## config.mk

```make
export PLATFORM = sky130hd
export DESIGN_NAME = bcd_score_keeper
export DESIGN_NICKNAME = d
export VERILOG_FILES = /design/src/rtl/bcd_score_keeper.sv
export SDC_FILE = /design/constraint.sdc
export NUM_CORES = 1
export LEC_CHECK = 0
export ABC_AREA = 1
export BUFFER_PORTS_ARGS = -buffer_cell sky130_fd_sc_hd__buf_2
export CAP_MARGIN = 20
export CORE_MARGIN = 2
export CORE_UTILIZATION = 25
export DETAILED_ROUTE_END_ITERATION = 10
export GPL_TIMING_DRIVEN = 1
export PLACE_DENSITY = 0.44
export SKIP_CTS_REPAIR_TIMING = 1
export SLEW_MARGIN = 40
export SYNTH_ARGS = -nofsm -noshare
export SYNTH_HDL_FRONTEND = slang
export SYNTH_SLANG_ARGS = --single-unit
```

## constraint.sdc

```tcl
create_clock -name clk -period 2.2 [get_ports clk]
set_input_delay 0.44 -clock clk [delete_from_list [all_inputs] [get_ports clk]]
set_output_delay 0.44 -clock clk [all_outputs]
set_load 0.02 [all_outputs]
```

## src/rtl/bcd_score_keeper.sv

```systemverilog
// Snake-game score/length tracker: internal collision edge detect, BCD score, PLAY/OVER/WON FSM.
// Optional high-score tracking is enabled by defining SCORE_HIGH_EN.
module bcd_score_keeper #(
    parameter int DIGITS      = 3,
    parameter int LEN_W       = 8,
    parameter int INIT_LENGTH = 2,
    parameter int MAX_LENGTH  = 60
) (
    input  logic                clk,
    input  logic                rst,
    input  logic                clr,
    input  logic                good_coll_i,
    input  logic                bad_coll_i,
    output logic [LEN_W-1:0]    curr_length,
    output logic [4*DIGITS-1:0] score_bcd,
    output logic [4*DIGITS-1:0] high_bcd,
    output logic                new_high,
    output logic                game_over,
    output logic                game_won
);

    localparam int SW = 4 * DIGITS;

    typedef enum logic [1:0] {PLAY, OVER, WON} state_t;

    state_t           state_q, state_d;
    logic             g_q, b_q;
    logic             g_pulse, b_pulse;
    logic [LEN_W-1:0] len_q, len_d;
    logic [SW-1:0]    score_q, score_d;

    // Ripple-carry BCD increment that holds at all-9s instead of wrapping.
    function automatic logic [SW-1:0] bcd_inc_sat(input logic [SW-1:0] v);
        logic [SW-1:0] r;
        logic          carry;
        logic          all9;
        r     = v;
        carry = 1'b1;
        all9  = 1'b1;
        for (int i = 0; i < DIGITS; i++) begin
            if (v[4*i +: 4] != 4'd9) all9 = 1'b0;
            if (carry) begin
                if (v[4*i +: 4] == 4'd9) begin
                    r[4*i +: 4] = 4'd0;
                end else begin
                    r[4*i +: 4] = v[4*i +: 4] + 4'd1;
                    carry       = 1'b0;
                end
            end
        end
        return all9 ? v : r;
    endfunction

    assign g_pulse = good_coll_i & ~g_q;
    assign b_pulse = bad_coll_i & ~b_q;

    always_comb begin
        state_d = state_q;
        len_d   = len_q;
        score_d = score_q;
        if (state_q == PLAY) begin
            if (b_pulse) begin
                state_d = OVER;
            end else if (g_pulse) begin
                len_d   = len_q + 1'b1;
                score_d = bcd_inc_sat(score_q);
                if (len_d == LEN_W'(MAX_LENGTH)) state_d = WON;
            end
        end
    end

    // clr re-arms the edge detectors on the live inputs so a held level is not a new pulse.
    always_ff @(posedge clk) begin
        if (rst) begin
            state_q <= PLAY;
            len_q   <= LEN_W'(INIT_LENGTH);
            score_q <= '0;
            g_q     <= 1'b0;
            b_q     <= 1'b0;
        end else if (clr) begin
            state_q <= PLAY;
            len_q   <= LEN_W'(INIT_LENGTH);
            score_q <= '0;
            g_q     <= good_coll_i;
            b_q     <= bad_coll_i;
        end else begin
            state_q <= state_d;
            len_q   <= len_d;
            score_q <= score_d;
            g_q     <= good_coll_i;
            b_q     <= bad_coll_i;
        end
    end

    assign curr_length = len_q;
    assign score_bcd   = score_q;
    assign game_over   = (state_q != PLAY);
    assign game_won    = (state_q == WON);

`ifdef SCORE_HIGH_EN
    logic [SW-1:0] high_q;
    logic          new_high_q;
    logic          finish;

    function automatic logic bcd_gt(input logic [SW-1:0] a, input logic [SW-1:0] b);
        logic gt;
        logic done;
        gt   = 1'b0;
        done = 1'b0;
        for (int i = DIGITS - 1; i >= 0; i--) begin
            if (!done && (a[4*i +: 4] != b[4*i +: 4])) begin
                gt   = (a[4*i +: 4] > b[4*i +: 4]);
                done = 1'b1;
            end
        end
        return gt;
    endfunction

    assign finish = (state_q == PLAY) && (state_d != PLAY);

    always_ff @(posedge clk) begin
        if (rst) begin
            high_q     <= '0;
            new_high_q <= 1'b0;
        end else if (clr) begin
            new_high_q <= 1'b0;
        end else if (finish && bcd_gt(score_d, high_q)) begin
            high_q     <= score_d;
            new_high_q <= 1'b1;
        end
    end

    assign high_bcd = high_q;
    assign new_high = new_high_q;
`else
    assign high_bcd = '0;
    assign new_high = 1'b0;
`endif

endmodule

```

# ---- After elaboration in Yosys (flattened, before gate mapping)
# Cells that the tools add are included.
dict set report word_totals {
  register_bits 24
  in_bits 5
  elab_cells 56
}
dict set report classes {
  add_sub_neg 4
  n_eq_ne 8
  mux 21
  bitwise_logic 6
  n_reduce_logical 10
}
# op n
set ops {}
lappend ops {{1-bit 2-to-1 mux} 15}
lappend ops {{4-bit by 1-bit adder with 4-bit output, second input constant} 3}
lappend ops {{4-bit == test, second input constant} 3}
lappend ops {{4-bit 2-to-1 mux} 3}
lappend ops {{4-bit inequality test, second input constant} 3}
lappend ops {{5-bit AND reduction} 2}
lappend ops {{8-bit by 1-bit adder with 8-bit output, second input constant} 1}
lappend ops {{8-bit by 6-bit == test with 1-bit output, second input constant} 1}
lappend ops {{2-bit 2-to-1 mux} 3}
lappend ops {{3-bit AND reduction} 2}
lappend ops {{2-bit nonzero test} 3}
lappend ops {{1-bit inverter} 4}
lappend ops {{4-bit AND reduction} 1}
lappend ops {{1-bit bitwise AND} 2}
lappend ops {{2-bit == test, second input constant} 1}
lappend ops {{2-bit zero test} 1}
lappend ops {{2-bit OR reduction} 1}

# ---- Longest topological paths before layout
# Gate-level depths: netlist of run 1.
dict set report depth {
  word_depth 10
  ltp_mapped 10
}

# ---- Least setup slack after synthesis of run 1
# No wires, ideal clock.
dict set report synth_timing {
  path_kind {reg-to-reg}
  start {register score_q[0] (netlist: score_bcd[0])}
  end {register score_q[8] (netlist: score_bcd[8])}
  setup_ns 0.115
  t_arrival_ns 1.298
  required_time_ns 2.085
  path_slack_ns 0.788
  path_stages_with_launch 9
  n_path_buf 0
  cell_sequence {dfxtp_1 inv_1 nor2_4 nand2_2 nor2_8 nand3_2 nand2_1 inv_1 o21a_1}
}
dict set report synth_between {
  elab_chain_len 10
  word_cells_on_any_way 18
  cone_classes {2 x eq/ne; 14 x mux; 1 x bitwise; 1 x reduce/logical}
}
# item line
set synth_rtl {}
lappend synth_rtl {{start: declaration} 30} ;# logic [SW-1:0] score_q, score_d;
lappend synth_rtl {{start signal: assignment} 89} ;# score_q <= score_d;
lappend synth_rtl {{4-bit == test} 43} ;# if (v[4*i +: 4] == 4'd9) begin
lappend synth_rtl {{1-bit 2-to-1 mux} 43}
lappend synth_rtl {{1-bit 2-to-1 mux} 64} ;# end else if (g_pulse) begin
lappend synth_rtl {{1-bit 2-to-1 mux} 62} ;# if (b_pulse) begin
lappend synth_rtl {{1-bit 2-to-1 mux} 61} ;# if (state_q == PLAY) begin
lappend synth_rtl {{1-bit 2-to-1 mux} 42} ;# if (carry) begin
lappend synth_rtl {{1-bit 2-to-1 mux} 64}
lappend synth_rtl {{1-bit 2-to-1 mux} 62}
lappend synth_rtl {{1-bit 2-to-1 mux} 61}
lappend synth_rtl {{5-bit AND reduction (no line) (*)} n/a}
# Mark *: on every way between the ends. The rest lies on a longest branch, timed or not. The select of a mux whose other input is x is not followed.
# A chain may end at the register's enable or synchronous reset.

# ---- Worst setup path after layout of run 1
dict set report layout_timing {
  start {register score_q[7] (netlist: score_bcd[7])}
  end {register score_q[8] (netlist: score_bcd[8])}
}
dict set report layout_between {
  elab_chain_len 8
  word_cells_on_any_way 14
  cone_classes {2 x eq/ne; 10 x mux; 1 x bitwise; 1 x reduce/logical}
}
# item line
set layout_rtl {}
lappend layout_rtl {{4-bit inequality test} 41} ;# if (v[4*i +: 4] != 4'd9) all9 = 1'b0;
lappend layout_rtl {{1-bit 2-to-1 mux (2 in series)} 41}
lappend layout_rtl {{1-bit 2-to-1 mux} 64}
lappend layout_rtl {{1-bit 2-to-1 mux} 62}
lappend layout_rtl {{1-bit 2-to-1 mux} 61}
lappend layout_rtl {{1-bit inverter (no line)} n/a}
lappend layout_rtl {{5-bit AND reduction (no line) (*)} n/a}
# Marked as above.

==> results of run 1 <==
## worst paths after layout
path	from	end	slack [ps]	cells after the start
setup / recovery	score_bcd[7]$_SDFFE_PP0P_	score_bcd[8]$_SDFFE_PP0P_	760	8
setup reg to reg	score_bcd[7]$_SDFFE_PP0P_	score_bcd[8]$_SDFFE_PP0P_	760	8
hold reg to reg	state_q[0]$_SDFFE_PP0P_	state_q[0]$_SDFFE_PP0P_	500	2
hold / removal	rst	b_q$_SDFF_PP0_	360	2
## state kept, by name, summed over array words and instances, names as in the netlist
name	count
score_bcd	12
curr_length	8
state_q	2
b_q	1
g_q	1
## per-layer routing
metal	share of wire	track usage	wire length, microns
met4	0.023	0.05690	69
met1	0.48	0.1307	1460
met5	0	0	0
met3	0.044	0.01923	133
met2	0.45	0.1630	1358
## layout make-up
class                      count  area [sq um]  area share
clock buffer                   4         55.05     0.03336
inverter                      33         123.9     0.07506
multi-input combinational    147         748.2      0.4534
sequential                    24         480.5      0.2911
tap                           72         90.09     0.05459
timing repair buffer          29         152.6     0.09249
## cells in the final DEF, fill, tap and decap left out, types with 3 or more instances in the layout
cell and instances:
o21ai_0 8, clkbuf_8 4, inv_1 30, dfxtp_1 24, a21oi_1 12, conb_1 13
nand3_1 14, buf_4 3, buf_2 26, nor2_1 26, xor2_1 4, nand4_1 8
inv_2 3, o21bai_1 3, nand2_1 41
## metrics by stage
stage               instances  total power, mW
finish                    309           0.8542
global route              309           0.9049
CTS                       309           0.8748
detailed placement        305           0.5544
global placement          305           0.5552
floorplan                 220           0.5484
## power by group through the flow
stage               Clock (mW)  Combinational, mW  Sequential, mW
floorplan                    0             0.0827           0.466
global placement             0             0.0942           0.461
detailed placement           0             0.0937           0.461
CTS                      0.330             0.0939           0.451
global route             0.347              0.105           0.452
finish                   0.310             0.0933           0.451
## cell families (layout without fill, tap and decap cells)
| kind of cell | count (synthesis) | in the layout | synth area share |
|---|---|---|---|
| buffers and inverters | 49 | 66 | 0.1687 |
| other | 1 | 13 | 0.002634 |
| AOI/OAI and AO/OA | 28 | 28 | 0.1134 |
| DFF | 24 | 24 | 0.3374 |
| xor gates and xnor gates | 4 | 4 | 0.02460 |
| adders and majority gates | 2 | 2 | 0.01757 |
| and+or+nand+nor | 100 | 100 | 0.3357 |
==> results.md, run 1 <==
- Crit path max-delay cell type: dfxtp_1
- Share of cells above drive strength 1: 0.1983
- Setup violators final: 0
- Gate power share: 0.109
- Initial Util: 0.2586
- Sequential Power Share: 0.527
- Critical Path Max Stage Delay: 420 ps
- Leakage: 0.8239 nW
- Congestion Overflow GR: 0
- Final worst-path cycle share: 0.6553
- Largest net degree at the start of global routing: 14
- Final RePlAce weighted congestion: 0.8181
- GRT Total Usage: 0.1029
- Layout Utilization: 0.2997
- Synth Register Bits: 24
- Post-synth EDFFs: 0
- Ys async rst share: 0
- Internal: 0.6269 mW
- Post-Synthesis Cell Area: 0.001424 sq mm
- Post-layout nets: 245
- First-pass GRT wire length: 5099 microns
- CP startpoint kind: flip-flop
- Clock skew: 5.364 ps
- Top post-synthesis cells by area: dfxtp_1 34%, nand2_1 11%, buf_4 7.9%
- TritonCTS buffer count: 3
- Net Switching: 0.2273 mW
- Fmax: 693.6 MHz
- # fillers: 614
- Hold Violations, Final: 0
- Final Slew Violations: 0
- CTS tree: done
- Clock Root Buffer: clkbuf_8
- Synthesized instance count: 208
- Die span in x: 79.47 microns
- Sw Ratio: 0.2661
- PortBufs: 26
- Most frequent cells after synthesis: 41 x nand2_1, 30 x inv_1, 26 x nor2_1, 24 x dfxtp_1, 15 x buf_4
- Post-DP HPWL: 2272 microns
- Post-synthesis sequential area ratio: 0.3374
- Tmin final: 1442 ps
- TNS Setup: 0 ps
- DR vias/cell: 4.117
- Die H: 79.47 microns
- Post-route setup slack: 758.2 ps
- Initial antenna violation count: 0
- Max_cap viols: 0
- Clock Power Share: 0.363
- Most Frequent Cell on Critical Path: inv_1
- Power Density: 517.6 mW/mm^2
- WP data required: 2370 ps
- Final wirelength: 3022 microns
- Most used DFF post-synth: dfxtp_1
- Netlist cell types: 27
- Avg Cell Area, Syn: 6.846 sq um
- RSZ-0062 raised after global routing: false
- CTS max path bufs: 2
- Wire per inst: 9.780 microns
- Most frequent cell after synthesis: nand2_1
- Skew-Pair Late Insertion Delay: 270 ps
- Crit path cell chain: inv_1 -> nor2_1 -> nand2_2 -> nor2_8 -> nand3_2 -> nand2_1 -> inv_1 -> o21a_1
- Drt first pass iters: 4
- Die area: 0.006315 sq mm
- CP Max Fanout: 5
- Post-route cell area: 0.001650 sq mm
- CTS H-Tree Depth: 1
- Worst setup EP type: flip-flop
- Number of diodes: 0
- Hold WC Path Type: primary input to flip-flop
- DR iter-0 viols: 57
- I/O pin cnt: 40
- Status: finished, final reports clean
- Routed vias: 1272
- Leading area contributor after synthesis: dfxtp_1
- # rows: 27
- Crit path kind: flip-flop to flip-flop
- Synth top area share: 0.3374
- CP delay by family, top: simple AND/OR/NAND/NOR gates
- WHS: 355.3 ps
- Pre-CTS setup slack: 649.7 ps
- Worst Path Buf+Inv: 2
- Routed Antenna Nets: 0
- Area of placed instances: 0.001595 sq mm
- Post-route DRC: 0
- Clock-pin transition on the worst setup and hold timing paths: 90 ps
- Peak supply drop: 0.2136 mV
- Core ar.: 0.005507 sq mm
- Area Overhead vs Synth: 15.90%
- CTS Sinks: 24
- Synth warn: 0
- Vias in the first global route: 1118
- Worst endpoint data arrival time: 1610 ps
(Power assumes the default switching activity.)
==> run 2, diff against run 1 <==
Settings changed: ABC_AREA 1 to 0, PLACE_DENSITY 0.44 to 0.45.
Clock period 2.2 ns to 1.4 ns, I/O delays scaled along.
==> run 2 against run 1 <==
Net effect:
- the flow now finishes with violations (negative setup slack)
- clock power grew 39%
- total power rose by 54%
- largest power group unchanged
- design area increased by 33%
==> results.md, run 2 <==
- Die area: 0.006083 sq mm (was 0.006315 sq mm)
- CTS Sinks: 24 (unchanged)
- Avg Cell Area, Syn: 8.502 sq um (was 6.846 sq um)
- Violated checks: negative setup slack
- Setup violators final: 20 (was 0)
- Placed insts: 290 (was 305)
- Share of cells above drive strength 1: 0.5304 (was 0.1983)
- Die H: 78.00 microns (was 79.47 microns)
- Reg area: 510.5 sq um (was 480.5 sq um)
- Power Density: 599.8 mW/mm^2 (was 517.6 mW/mm^2)
- Hold Violations, Final: 0 (unchanged)
- Wire per inst: 13.23 microns (was 9.780 microns)
- Most frequent cell after synthesis: dfxtp_1 (was nand2_1)
- Routed vias: 1405 (was 1272)
- # fillers: 553 (was 614)
- GRT Total Usage: 0.1304 (was 0.1029)
- Vias in the first global route: 1383 (was 1118)
- Max_cap viols: 0 (unchanged)
- Area Overhead vs Synth: 60.42% (was 15.90%)
- Final wirelength: 3968 microns (was 3022 microns)
- Top routing layer in use: met4 (unchanged)
- Post-Synthesis Cell Area: 0.001369 sq mm (was 0.001424 sq mm)
- Leading area contributor after synthesis: dfxtp_1 (unchanged)
- Met2 Routed Length: 2027 microns (was 1358 microns)
- Die span in x: 78.00 microns (was 79.47 microns)
- Total Power: 1.317 mW (was 0.8542 mW)
- Crit path max-delay cell type: or3_4 (was dfxtp_1)
- Post-route DRC: 0 (unchanged)
- Post-synthesis sequential area ratio: 0.3510 (was 0.3374)
- CTS max path bufs: 2 (unchanged)
- Post-synth EDFFs: 0 (unchanged)
- Most frequent cells after synthesis: 24 x dfxtp_1, 15 x nand2_1, 13 x buf_4, 10 x nor2_1, 7 x nand3_1 (was 41 x nand2_1, 30 x inv_1, 26 x nor2_1, 24 x dfxtp_1, 15 x buf_4)
- Congestion Overflow GR: 0 (unchanged)
- TNS Setup: -3317 ps (was 0 ps)
- Peak supply drop: 0.4067 mV (was 0.2136 mV)
- Synthesized instance count: 161 (was 208)
- Most used DFF post-synth: dfxtp_1 (unchanged)
- PortBufs: 26 (unchanged)
- Hold WC Path Type: primary input to flip-flop (unchanged)
- Initial Util: 0.2630 (was 0.2586)
- Post-route setup slack: -322.8 ps (was 758.2 ps)
- Status: complete, but fails checks (was finished, final reports clean)
- Synth warn: 0 (unchanged)
- Fmax: 580.5 MHz (was 693.6 MHz)
- Largest net degree at the start of global routing: 14 (unchanged)
- Crit path kind: flip-flop to flip-flop (unchanged)
- # rows: 26 (was 27)
- CP startpoint kind: flip-flop (unchanged)
- Non-filler cells, final: 300 (was 309)
- Multi-input logic area: 0.001027 sq mm (was 748.2 sq um)
- First-pass GRT wire length: 6486 microns (was 5099 microns)
- WHS: 266.9 ps (was 355.3 ps)
- Routed Antenna Nets: 0 (unchanged)
- Layout Utilization: 0.4219 (was 0.2997)
- Drt first pass iters: 4 (unchanged)
- Critical Path Max Stage Delay: 400 ps (was 420 ps)
- Clock Root Buffer: clkbuf_8 (unchanged)
- CP Max Fanout: 3 (was 5)
- Commonest non-fill, non-tap cell in the layout: buf_4 (was nand2_1)
- Worst reg2reg setup slack: -320 ps (was 760 ps)
- Synth top area share: 0.3510 (was 0.3374)
- CTS H-Tree Depth: 1 (unchanged)
- Number of diodes: 0 (unchanged)
- Core ar.: 0.005205 sq mm (was 0.005507 sq mm)
- I/O pin cnt: 40 (unchanged)
- TritonCTS buffer count: 3 (unchanged)
- Clock skew: 4.344 ps (was 5.364 ps)
- Top post-synthesis cells by area: dfxtp_1 35%, buf_4 7.1%, nand2_1 4.1% (was dfxtp_1 34%, nand2_1 11%, buf_4 7.9%)
- Clock-pin transition on the worst setup and hold timing paths: 80 ps (was 90 ps)
- Netlist cell types: 45 (was 27)
- Worst endpoint data arrival time: 1920 ps (was 1610 ps)
- Crit path cell chain: or3b_4 -> or3_4 -> or4_1 -> a21oi_1 (was inv_1 -> nor2_1 -> nand2_2 -> nor2_8 -> nand3_2 -> nand2_1 -> inv_1 -> o21a_1)
- Worst setup EP type: flip-flop (unchanged)
- Final Slew Violations: 0 (unchanged)
- Tmin final: 1723 ps (was 1442 ps)
- Met3 WL: 130 microns (was 133 microns)
- Leakage: 0.9211 nW (was 0.8239 nW)
- WP data required: 1600 ps (was 2370 ps)
- Largest register FFs: 12 (unchanged)
- Post-DP HPWL: 2956 microns (was 2272 microns)
- DR vias/cell: 4.683 (was 4.117)
- Synth Register Bits: 24 (unchanged)
- CTS tree: done (unchanged)
- Commonest non-fill, non-tap cells in the layout: 35 x buf_4, 24 x buf_2, 14 x nand2_1, 13 x conb_1, 11 x buf_6 (was 41 x nand2_1, 30 x inv_1, 26 x nor2_1, 26 x buf_2, 24 x dfxtp_1)
- RSZ-0062 raised after global routing: true (was false)
- Final worst-path cycle share: 1.231 (was 0.6553)
- Post-layout nets: 238 (was 245)
- Ys async rst share: 0 (unchanged)
- Met1 Routed Length: 1761 microns (was 1460 microns)
- DR iter-0 viols: 65 (was 57)
- Initial antenna violation count: 0 (unchanged)
- Final RePlAce weighted congestion: 0.7807 (was 0.8181)
- Skew-Pair Late Insertion Delay: 270 ps (about the same)
[run 2: area by class of cell]
| cell class | count | share of cell area |
|---|---|---|
| repair buffers | 70 | 0.2308 |
| inverters | 5 | 0.008547 |
| well taps | 70 | 0.03989 |
| flip-flops and latches | 24 | 0.2325 |
| multi-input cells | 127 | 0.4678 |
| clock buffers | 4 | 0.02051 |
[run 2: cells by family after synthesis]
kind of cell,synth area share
xor gates and xnor gates,0.03199
other,0.002740
DFF,0.3510
AOI/OAI and AO/OA,0.1691
and+or+nand+nor,0.3016
muxes,0.02925
adders and majority gates,0.01828
buffers and inverters,0.09597
[run 2: worst max-delay path: cells and delay by family (launching register included)]
family / cells / cell delay [ps]
compound gates: 1 / 150
simple gates: 3 / 1190
flops: 1 / 330
[run 2: final timing paths]
check / startpoint / end / cells after the start
min reg2reg: score_bcd[8]$_SDFFE_PP0P_ / score_bcd[8]$_SDFFE_PP0P_ / 2
min: good_coll_i / g_q$_SDFF_PP0_ / 2
max reg2reg: g_q$_SDFF_PP0_ / curr_length[5]$_SDFFE_PP0P_ / 4
max: g_q$_SDFF_PP0_ / curr_length[5]$_SDFFE_PP0P_ / 4
[run 2: power breakdown]
group          leakage [nW]  total (mW)  switching (mW)  internal (mW)
registers             0.203       0.687         0.00604          0.681
clock network        0.0228       0.430           0.226          0.203
logic                 0.696       0.200           0.114         0.0859
[run 2: per-layer routing]
layer | global-route usage | vias to the layer above
met2 | 0.2250 | 26
li1 | - | 713
met5 | 0 | -
met4 | 0.02632 | 0
met3 | 0.03023 | 6
met1 | 0.1660 | 660
[run 2: metrics by stage]
stage	instance area (sq um)	setup slack, ps
floorplan	1459	-319.9
global placement	1849	-385.9
detailed placement	1849	-389.8
CTS	1894	-353.1
global route	2196	-376.6
finish	2196	-322.8
